`src/rtl/bp_pkg.sv`:
```
// Shared branch-prediction types: pipeline width, resolve FSM states,
// mispredict classes and the BTB write-port bundle.
package bp_pkg;

   localparam int XLEN = 32;

   typedef enum logic [0:0] {
      RUN    = 1'b0,
      SHADOW = 1'b1
   } resolve_state_e;

   typedef enum logic [1:0] {
      MP_NONE   = 2'd0,
      MP_DIR_NT = 2'd1,
      MP_DIR_T  = 2'd2,
      MP_TGT    = 2'd3
   } mispredict_e;

   typedef struct packed {
      logic            en;
      logic [XLEN-1:0] pc;
      logic [XLEN-1:0] target;
   } btb_update_t;

endpackage

```
`src/rtl/branch_resolve_if.sv`:
```
// EX-side bundle into the branch resolver plus its redirect, BTB-write and
// performance-counter outputs.
interface branch_resolve_if
   import bp_pkg::*;
#(
   parameter int CNT_W = 32
) ();

   logic            ex_valid;
   logic            ex_stall;
   logic            ex_is_branch;
   logic            ex_is_jump;
   logic [XLEN-1:0] ex_pc;
   logic            ex_pred_hit;
   logic [XLEN-1:0] ex_pred_target;
   logic            ex_taken;
   logic [XLEN-1:0] ex_target;

   logic             redirect_valid;
   logic [XLEN-1:0]  redirect_pc;
   logic             btb_update_en;
   logic [XLEN-1:0]  btb_update_pc;
   logic [XLEN-1:0]  btb_update_target;
   logic [CNT_W-1:0] cnt_branches;
   logic [CNT_W-1:0] cnt_mispredicts;

   modport master (
      output ex_valid, ex_stall, ex_is_branch, ex_is_jump, ex_pc,
             ex_pred_hit, ex_pred_target, ex_taken, ex_target,
      input  redirect_valid, redirect_pc, btb_update_en, btb_update_pc,
             btb_update_target, cnt_branches, cnt_mispredicts
   );

   modport slave (
      input  ex_valid, ex_stall, ex_is_branch, ex_is_jump, ex_pc,
             ex_pred_hit, ex_pred_target, ex_taken, ex_target,
      output redirect_valid, redirect_pc, btb_update_en, btb_update_pc,
             btb_update_target, cnt_branches, cnt_mispredicts
   );

endinterface

```
`src/rtl/perf_counter.sv`:
```
// Free-running wrapping event counter with an increment enable.
module perf_counter #(
   parameter int CNT_W = 32
) (
   input  logic             clk,
   input  logic             rst,
   input  logic             inc_i,
   output logic [CNT_W-1:0] count_o
);

   logic [CNT_W-1:0] count_q;

   always_ff @(posedge clk or posedge rst) begin
      if (rst)        count_q <= '0;
      else if (inc_i) count_q <= count_q + 1'b1;
   end

   assign count_o = count_q;

endmodule

```
`src/rtl/branch_resolve.sv`:
```
// EX-stage branch resolver: compares the carried prediction with the resolved
// outcome, issues a registered redirect and BTB write, then masks the flush shadow.
module branch_resolve
   import bp_pkg::*;
#(
   parameter int FLUSH_CYCLES = 2,
   parameter int CNT_W        = 32
) (
   input logic             clk,
   input logic             rst,
   branch_resolve_if.slave bus
);

   localparam int SH_W = (FLUSH_CYCLES > 1) ? $clog2(FLUSH_CYCLES) : 1;

   resolve_state_e  state_q, state_d;
   logic [SH_W-1:0] shadow_cnt_q, shadow_cnt_d;
   logic            redirect_valid_q;
   logic [XLEN-1:0] redirect_pc_q, redirect_pc_d;
   btb_update_t     btb_q, btb_d;

   logic        resolve;
   logic        act_taken;
   logic        mispredict;
   mispredict_e mp_class;

   assign resolve = bus.ex_valid && !bus.ex_stall &&
                    (bus.ex_is_branch || bus.ex_is_jump) && (state_q == RUN);

   // A jump flag overrides the direction input, even if ex_is_branch is also set.
   assign act_taken = bus.ex_is_jump | bus.ex_taken;

   always_comb begin
      mp_class = MP_NONE;
      if (bus.ex_pred_hit && !act_taken)
         mp_class = MP_DIR_NT;
      else if (!bus.ex_pred_hit && act_taken)
         mp_class = MP_DIR_T;
      else if (bus.ex_pred_hit && act_taken && (bus.ex_pred_target != bus.ex_target))
         mp_class = MP_TGT;
   end

   assign mispredict = resolve && (mp_class != MP_NONE);

   always_comb begin
      redirect_pc_d = redirect_pc_q;
      if (mispredict)
         redirect_pc_d = (mp_class == MP_DIR_NT) ? bus.ex_pc + 32'd4 : bus.ex_target;
   end

   // Payload holds its last value; only the strobe pulses.
   always_comb begin
      btb_d    = btb_q;
      btb_d.en = 1'b0;
      if (resolve && act_taken &&
          (!bus.ex_pred_hit || (bus.ex_pred_target != bus.ex_target))) begin
         btb_d.en     = 1'b1;
         btb_d.pc     = bus.ex_pc;
         btb_d.target = bus.ex_target;
      end
   end

   always_comb begin
      state_d      = state_q;
      shadow_cnt_d = shadow_cnt_q;
      case (state_q)
         RUN: begin
            if (mispredict) begin
               state_d      = SHADOW;
               shadow_cnt_d = SH_W'(FLUSH_CYCLES - 1);
            end
         end
         SHADOW: begin
            if (shadow_cnt_q == '0) state_d = RUN;
            else                    shadow_cnt_d = shadow_cnt_q - 1'b1;
         end
         default: state_d = RUN;
      endcase
   end

   always_ff @(posedge clk or posedge rst) begin
      if (rst) begin
         state_q          <= RUN;
         shadow_cnt_q     <= '0;
         redirect_valid_q <= 1'b0;
         redirect_pc_q    <= '0;
         btb_q            <= '0;
      end else begin
         state_q          <= state_d;
         shadow_cnt_q     <= shadow_cnt_d;
         redirect_valid_q <= mispredict;
         redirect_pc_q    <= redirect_pc_d;
         btb_q            <= btb_d;
      end
   end

   assign bus.redirect_valid    = redirect_valid_q;
   assign bus.redirect_pc       = redirect_pc_q;
   assign bus.btb_update_en     = btb_q.en;
   assign bus.btb_update_pc     = btb_q.pc;
   assign bus.btb_update_target = btb_q.target;

   perf_counter #(.CNT_W(CNT_W)) u_cnt_branches (
      .clk     (clk),
      .rst     (rst),
      .inc_i   (resolve),
      .count_o (bus.cnt_branches)
   );

   perf_counter #(.CNT_W(CNT_W)) u_cnt_mispredicts (
      .clk     (clk),
      .rst     (rst),
      .inc_i   (mispredict),
      .count_o (bus.cnt_mispredicts)
   );

endmodule

```
`src/flat_wrapper.sv`:
```
// flat-port wrapper written by rule: the top's interface ports become plain ports
module branch_resolve_flat import bp_pkg::*;
#(
   parameter int FLUSH_CYCLES = 2,
   parameter int CNT_W        = 32
)
  (clk, rst, bus_ex_valid, bus_ex_stall, bus_ex_is_branch, bus_ex_is_jump, bus_ex_pc, bus_ex_pred_hit, bus_ex_pred_target, bus_ex_taken, bus_ex_target, bus_redirect_valid, bus_redirect_pc, bus_btb_update_en, bus_btb_update_pc, bus_btb_update_target, bus_cnt_branches, bus_cnt_mispredicts);
  branch_resolve_if #(.CNT_W(CNT_W)) bus_i ();
  input logic clk;
  input logic rst;
  input wire logic [$bits(bus_i.ex_valid)-1:0] bus_ex_valid;
  input wire logic [$bits(bus_i.ex_stall)-1:0] bus_ex_stall;
  input wire logic [$bits(bus_i.ex_is_branch)-1:0] bus_ex_is_branch;
  input wire logic [$bits(bus_i.ex_is_jump)-1:0] bus_ex_is_jump;
  input wire logic [$bits(bus_i.ex_pc)-1:0] bus_ex_pc;
  input wire logic [$bits(bus_i.ex_pred_hit)-1:0] bus_ex_pred_hit;
  input wire logic [$bits(bus_i.ex_pred_target)-1:0] bus_ex_pred_target;
  input wire logic [$bits(bus_i.ex_taken)-1:0] bus_ex_taken;
  input wire logic [$bits(bus_i.ex_target)-1:0] bus_ex_target;
  output wire logic [$bits(bus_i.redirect_valid)-1:0] bus_redirect_valid;
  output wire logic [$bits(bus_i.redirect_pc)-1:0] bus_redirect_pc;
  output wire logic [$bits(bus_i.btb_update_en)-1:0] bus_btb_update_en;
  output wire logic [$bits(bus_i.btb_update_pc)-1:0] bus_btb_update_pc;
  output wire logic [$bits(bus_i.btb_update_target)-1:0] bus_btb_update_target;
  output wire logic [$bits(bus_i.cnt_branches)-1:0] bus_cnt_branches;
  output wire logic [$bits(bus_i.cnt_mispredicts)-1:0] bus_cnt_mispredicts;
  assign bus_i.ex_valid = bus_ex_valid;
  assign bus_i.ex_stall = bus_ex_stall;
  assign bus_i.ex_is_branch = bus_ex_is_branch;
  assign bus_i.ex_is_jump = bus_ex_is_jump;
  assign bus_i.ex_pc = bus_ex_pc;
  assign bus_i.ex_pred_hit = bus_ex_pred_hit;
  assign bus_i.ex_pred_target = bus_ex_pred_target;
  assign bus_i.ex_taken = bus_ex_taken;
  assign bus_i.ex_target = bus_ex_target;
  assign bus_redirect_valid = bus_i.redirect_valid;
  assign bus_redirect_pc = bus_i.redirect_pc;
  assign bus_btb_update_en = bus_i.btb_update_en;
  assign bus_btb_update_pc = bus_i.btb_update_pc;
  assign bus_btb_update_target = bus_i.btb_update_target;
  assign bus_cnt_branches = bus_i.cnt_branches;
  assign bus_cnt_mispredicts = bus_i.cnt_mispredicts;
  branch_resolve #(.FLUSH_CYCLES(FLUSH_CYCLES), .CNT_W(CNT_W)) u_core (.clk(clk), .rst(rst), .bus(bus_i));
endmodule
```
`config.mk`:
```
export PLATFORM = sky130hd
export DESIGN_NAME = branch_resolve_flat
export DESIGN_NICKNAME = d
export VERILOG_FILES = /design/src/rtl/bp_pkg.sv /design/src/rtl/branch_resolve_if.sv /design/src/rtl/perf_counter.sv /design/src/rtl/branch_resolve.sv /design/src/flat_wrapper.sv
export SDC_FILE = /design/constraint.sdc
export NUM_CORES = 1
export LEC_CHECK = 0
export BUFFER_PORTS_ARGS = -buffer_cell sky130_fd_sc_hd__buf_2
export CAP_MARGIN = 20
export CELL_PAD_IN_SITES_DETAIL_PLACEMENT = 1
export CELL_PAD_IN_SITES_GLOBAL_PLACEMENT = 1
export CORE_UTILIZATION = 34
export DETAILED_ROUTE_END_ITERATION = 12
export GPL_TIMING_DRIVEN = 0
export PLACE_DENSITY_LB_ADDON = 0.1
export SLEW_MARGIN = 30
export SYNTH_ARGS = -nofsm -noshare
export SYNTH_HDL_FRONTEND = slang
export SYNTH_HIERARCHICAL = 1
export SYNTH_SLANG_ARGS = --single-unit
```
`constraint.sdc`:
```
create_clock -name clk -period 3.7 [get_ports clk]
set_input_delay 0.185 -clock clk [delete_from_list [all_inputs] [get_ports clk]]
set_output_delay 0.185 -clock clk [all_outputs]
set_load 0.01 [all_outputs]
```
==> impl_metrics.toml, run 1 <==
[status]
outcome = "complete, no violations"

[detailed_routing]
wl_um = 25000
drt_iter0_drc = 222
drc_errors = 0
vias_per_cell = 4.885
wl_per_cell_um = 19.30
ant_nets = 0
num_vias = 6326
first_pass_iters = 4

[power_and_ir_drop]
peakVddDrop_mv = 0.2736
powerDensity_nw_per_um2 = 527.1
leakagePower_nw = 5.192

[cells_and_area]
nNetsFinal = 1074
final_cell_mix = "270 x buf_2, 164 x dfrtp_1, 73 x xor2_1"
area_delta_synth_final_pct = 30.61
final_area_um2 = 10450
final_common_cell = "buf_2"
drive_gt1_share_pct = 37.45
fillers = 2615

[clocking]
clkSlewWorstSetupHoldPaths_ns = 0.07
cts_tree = "yes"
clk_path_buf_depth = 2
clock-sinks = 164
h-tree-depth = 4
cts_root_buf = "clkbuf_16"
cts_made_buffers = 17
clock_latency_ns = 0.44
postCtsSetupBuffers = 0

[setup_path]
reg2reg_depth = 8
cp-end-kind = "flip-flop"
crit_end = "u_core/u_cnt_mispredicts/count_o[25]$_DFFE_PP0P_"
worst_ep_required_time_ns = 4.06
slowest_delay_ns = 0.65
r2r_slack_ns = 0.66
crit_chain = "dlygate4sd3_1 > buf_2 > xor2_1 > a221oi_1 > nand4_1 > nor4_4 > a211oi_2 > clkbuf_2 > and4_2 > nand3_4 > nor4_1 > xor2_1"
worst_path_max_delay_cell = "a211oi_2"
timing.critical_path.mode_cell = "xor2_1"
r2r-start = "u_core/state_q$_DFF_PP0_"
crit_start = "bus_ex_target[4]"
cp_max_fo = 16
r2r_end = "u_core/u_cnt_mispredicts/count_o[25]$_DFFE_PP0P_"
cp.arrival_ns = 3.65
startpoint_type = "input pin"
crit_type = "in -> reg"

[sta]
setup_viol = 0
post-route-period-util_pct = 88.78
maxClockFrequency_ghz = 0.3044
slew_headroom_pct = 43.78
worst_slew_pin_slew_ns = 0.8403
min_period_ns = 3.285
rsz0062_at_grt = "no"
fin_ws_ns = 0.4151
clock_skew_ns = 0.01016
hold_violations = 0
slew_violations = 0

[place]
place_congestion = 0.7806
dp_hpwl_um = 19190
dpl_cell_area_um2 = 9762
portBuffers = 265
post-place-ws_ns = 0.1419

[logic_synthesis]
synth.ff_latch_count = 164
yosys_warnings = 6
synth_top_area_share_pct = 51.28
synth_flop_cell = "dfrtp_1"
avgSynthCellArea_um2 = 11.87
yosysTopAreaCell = "dfrtp_1"
syn-num-nets = 781
async_reset_ff_share_pct = 100.0
synth_edf_count = 0
netlist_instances = 674
ys_top_cells_by_area = "dfrtp_1 51%, mux2_1 8.3%, xor2_1 8.0%"
yosysUniqueCellTypes = 49
yosysSeqAreaShare_pct = 51.28
syn_area_um2 = 8003

[grt]
grt_pass1_vias = 6455
grt_antenna_before_repair = 3
overflow = 0
grt_usage_pct = 21.59
grt_pass1_wl_um = 38960
grt_max_degree = 64

[floorplanning]
rows = 55
die_area_um2 = 24160
die_height_um = 155.4
pin_count = 266
core_um2 = 22850
die_x_um = 155.4
start_util_pct = 35.03

[job]
cap_violations = 0

[min_path]
min-delay-path-class = "in -> reg"
## power by group
part           leakage (nW)  internal (W)  switching [W]
Clock                 0.289       0.00101       0.000811
Combinational          2.86      0.000604       0.000689
Sequential             2.04       0.00217       0.000226
## critical path: cells and delay by family
kind,cells,cell delay [ns]
simple gates,5,1.14
compound gates,2,0.75
xor+xnor,2,0.41
buf+inv,3,1.15
## cell type report
class,count,area [um2],area share [%]
timing repair buffer,274,1434,13.72
sequential,164,4104,39.26
buffer,22,146.4,1.401
clock buffer,17,425.4,4.070
clock inverter,15,173.9,1.664
tap,313,391.6,3.747
antenna,2,5.005,0.04788
inverter,22,87.58,0.8379
multi-input combinational,466,3685,35.25
## how the worst min path moves through the flow
| stage | from | end | slack (ns) | cells after the start |
|---|---|---|---|---|
| 3_3_place_gp | bus_ex_pc[0] | u_core/bus.btb_update_pc[0]$_DFFE_PP0P_ | 0.42 | 2 |
| 6_report | bus_ex_target[6] | u_core/bus.btb_update_target[6]$_DFFE_PP0P_ | 0.02 | 2 |
| 3_5_place_dp | rst | u_core/bus.btb_update_target[0]$_DFFE_PP0P_ | 0.25 | 2 |
| 5_1_grt | bus_ex_pc[6] | u_core/bus.btb_update_pc[6]$_DFFE_PP0P_ | 0.009 | 2 |
| 4_1_cts | bus_ex_target[6] | u_core/bus.btb_update_target[6]$_DFFE_PP0P_ | 0.001 | 2 |
| 2_1_floorplan | rst | u_core/u_cnt_branches/count_o[0]$_DFFE_PP0P_ | 0.30 | 1 |
## repair_timing
action	CTS	global route
hold buffers	8	0
endpoints found under the hold margin	108	0
endpoints found under the setup margin	0	15
resized for setup	0	3
## state kept, by name (all words and copies together), names as in the netlist
| signal | count |
|---|---|
| u_core/bus.btb_update_pc | 32 |
| u_core/bus.btb_update_target | 32 |
| u_core/bus.redirect_pc | 32 |
| u_core/u_cnt_branches/count_o | 32 |
| u_core/u_cnt_mispredicts/count_o | 32 |
| u_core/bus.btb_update_en | 1 |
| u_core/bus.redirect_valid | 1 |
| u_core/shadow_cnt_q | 1 |
| u_core/state_q | 1 |
## stage by stage
step	TNS [ns]	instances	hold WS, ns	util, %	total power [W]
4_1_cts	0	1293	0.0009871	45.70	0.005596
5_1_grt	0	1293	0.009214	45.73	0.005793
3_3_place_gp	-70.17	1252	0.4174	42.55	0.003696
3_5_place_dp	0	1253	0.2494	42.73	0.003731
2_1_floorplan	0	674	0.3012	-	0.003049
6_report	0	1295	0.01511	45.75	0.005510
## metal layers
layer,vias up,routed length (um),GRT usage (%),part of all wire (%)
li1,2979,-,-,-
met1,3156,11380,28.70,46
met2,168,11780,34.64,47
met3,21,1532,5.794,6.1
met4,2,292,5.836,1.2
met5,-,8,0,0.032
## cells in the mapped netlist (all sizes together) (4+ instances only)
cell type / n
a21oi: 5
a2bb2oi: 7
and2: 6
and3: 14
and4: 15
buf: 14
clkbuf: 8
dfrtp: 164
inv: 22
mux2: 86
nand2: 54
nand2b: 8
nand3: 33
nand4: 19
nor2: 14
nor3: 16
nor4: 17
o21ai: 26
o22ai: 6
o2bb2ai: 4
xnor2: 39
xor2: 73
## cells by family (layout without fill, tap and decap cells)
kind of cell	after synthesis	count (layout)	share of synthesized area [%]
XOR/XNOR	112	112	12.26
other	0	2	0
multiplexers	87	87	12.46
flip-flops	164	164	51.28
buffers and inverters	44	350	2.846
AND/OR/NAND/NOR	207	207	16.06
AO/OA/AOI/OAI	57	57	4.628
adder cells (fa/ha/maj)	3	3	0.4691
Note: power is estimated with default switching activity, not from simulation.
==> run 2: changes to the inputs <==
Settings changed: BUFFER_PORTS_ARGS -buffer_cell sky130_fd_sc_hd__buf_2 to not set, DONT_BUFFER_PORTS set to 1.
==> impl_metrics.toml, run 2 (synthesis results as in run 1) <==
[detailed_routing]
first_pass_iters = 4
wl_um = 25580
drt_iter0_drc = 218
vias_per_cell = 5.189
wl_per_cell_um = 23.56
ant_nets = 0
num_vias = 5635
drc_errors = 0

[setup_path]
startpoint_type = "flip-flop"
r2r-start = "u_core/state_q$_DFF_PP0_"
reg2reg_depth = 8
worst_path_max_delay_cell = "a211oi_2"
crit_type = "reg -> reg"
slowest_delay_ns = 0.62
r2r_slack_ns = 0.57
crit_chain = "nor2_1 > o211ai_1 > a211oi_2 > clkbuf_2 > and4_2 > nand3_4 > nor4_1 > xor2_1"
cp_max_fo = 16
crit_end = "u_core/u_cnt_mispredicts/count_o[25]$_DFFE_PP0P_"
crit_start = "u_core/state_q$_DFF_PP0_"
cp.arrival_ns = 3.46
r2r_end = "u_core/u_cnt_mispredicts/count_o[25]$_DFFE_PP0P_"
cp-end-kind = "flip-flop"
worst_ep_required_time_ns = 4.03

[sta]
hold_violations = 0
rsz0062_at_grt = "no"
maxClockFrequency_ghz = 0.3198
post-route-period-util_pct = 84.51
setup_viol = 0
fin_hold_ws_ns = 0.01842
slew_violations = 0
fin_ws_ns = 0.5732
slew_headroom_pct = 45.37
worst_slew_pin_slew_ns = 0.8164
clock_skew_ns = 0.009009
min_period_ns = 3.127

[clocking]
cts_tree = "yes"
cts_made_buffers = 17
cts_root_buf = "clkbuf_16"
clkSlewWorstSetupHoldPaths_ns = 0.07
clk_path_buf_depth = 2
h-tree-depth = 4
clock_latency_ns = 0.42
clock-sinks = 164

[place]
dp_hpwl_um = 18730
dpl_cell_area_um2 = 8436
post-place-ws_ns = 0.2331
portBuffers = 0
dpl.cell_count = 988
place_congestion = 0.8174

[cells_and_area]
multi_input_area_um2 = 3685
final_cell_mix = "164 x dfrtp_1, 73 x xor2_1, 66 x dlygate4sd3_1"
final_common_cell = "dfrtp_1"
area_delta_synth_final_pct = 21.53
nNetsFinal = 867
fillers = 2462
drive_gt1_share_pct = 12.81
regArea_um2 = 4104
num_antenna_cells = 0
final_area_um2 = 9726
final_cells = 1086
final_core_util_pct = 42.57

[grt]
grt_pass1_vias = 6381
grt_max_degree = 55
overflow = 0
grt_usage_pct = 21.85
grt_antenna_before_repair = 0
grt_pass1_wl_um = 39070

[status]
outcome = "complete, no violations"

[floorplanning]
rows = 55
start_util_pct = 35.03
pin_count = 266
die_height_um = 155.4
core_um2 = 22850
die_x_um = 155.4
die_area_um2 = 24160

[power_and_ir_drop]
peakVddDrop_mv = 0.2510
powerDensity_nw_per_um2 = 541.3
leakagePower_nw = 4.318

[job]
cap_violations = 0

[min_path]
min-delay-path-class = "in -> reg"
-- run 2: cell count changes in the layout (fill, tap and decap cells not counted) --
cell           before  now
clkinv_8            1    0
dlygate4sd3_1       8   66
bufinv_16           2    4
clkinv_4            3    1
clkinv_2            2    3
diode_2             2    0
inv_6               5    3
clkbuf_8            0    1
clkbuf_1            7   10
clkinvlp_4          2    0
buf_2             270    5
-- run 2: critical path, delay by kind of cell (launching register included) --
| family | cells | cell delay, ns |
|---|---|---|
| DFF | 1 | 0.41 |
| xor gates and xnor gates | 1 | 0.21 |
| buffers and inverters | 1 | 0.48 |
| and+or+nand+nor | 4 | 1.07 |
| AOI/OAI and AO/OA | 2 | 0.86 |
-- run 2: cell type report --
type	count	area share, %
clock inverters	11	1.775
multi-input cells	466	37.89
well taps	313	4.027
repair buffers	67	7.076
clock buffers	21	4.631
flip-flops and latches	164	42.20
plain buffers	22	1.505
inverters	22	0.9006
-- run 2: worst min-delay path by stage --
stage,cells past startpoint,to,slack [ns],startpoint
after floorplan,1,u_core/u_cnt_branches/count_o[0]$_DFFE_PP0P_,0.30,rst
after global placement,1,u_core/bus.btb_update_pc[9]$_DFFE_PP0P_,0.32,bus_ex_pc[9]
after detailed placement,1,u_core/bus.btb_update_pc[0]$_DFFE_PP0P_,0.10,rst
after CTS,2,u_core/bus.redirect_pc[3]$_DFFE_PP0P_,0.001,bus_ex_target[3]
after global routing,2,u_core/bus.redirect_pc[2]$_DFFE_PP0P_,0.02,bus_ex_target[2]
final,3,u_core/bus.redirect_pc[6]$_DFFE_PP0P_,0.02,bus_ex_target[6]
-- run 2: per-stage QoR --
| step | TNS [ns] | power [W] |
|---|---|---|
| finish | 0 | 0.005264 |
| global route | 0 | 0.005509 |
| CTS | 0 | 0.005327 |
| detailed placement | 0 | 0.003324 |
| global placement | -30.21 | 0.003269 |
| floorplan | 0 | 0.003049 |
-- run 2: per-layer routing --
metal | vias up | global-route usage, % | wire length (um)
met5 | - | 0 | 0
met4 | 0 | 7.283 | 520
met3 | 29 | 7.660 | 2246
met2 | 205 | 36.45 | 12330
met1 | 2867 | 26.19 | 10490
li1 | 2534 | - | -
-- run 2: power by group --
group          internal, W  total [W]  switching, W
Sequential         0.00217    0.00272      0.000552
Clock              0.00116    0.00191      0.000757
Combinational     0.000361   0.000630      0.000269
Total              0.00369    0.00526       0.00158
-- run 2: what timing repair did --
item | in CTS | in global routing
hold endpoints to repair | 189 | 0
hold buffers | 66 | 0
buffers inserted | 0 | 0
gates resized for setup | 0 | 3
endpoints found under the setup margin | 0 | 1
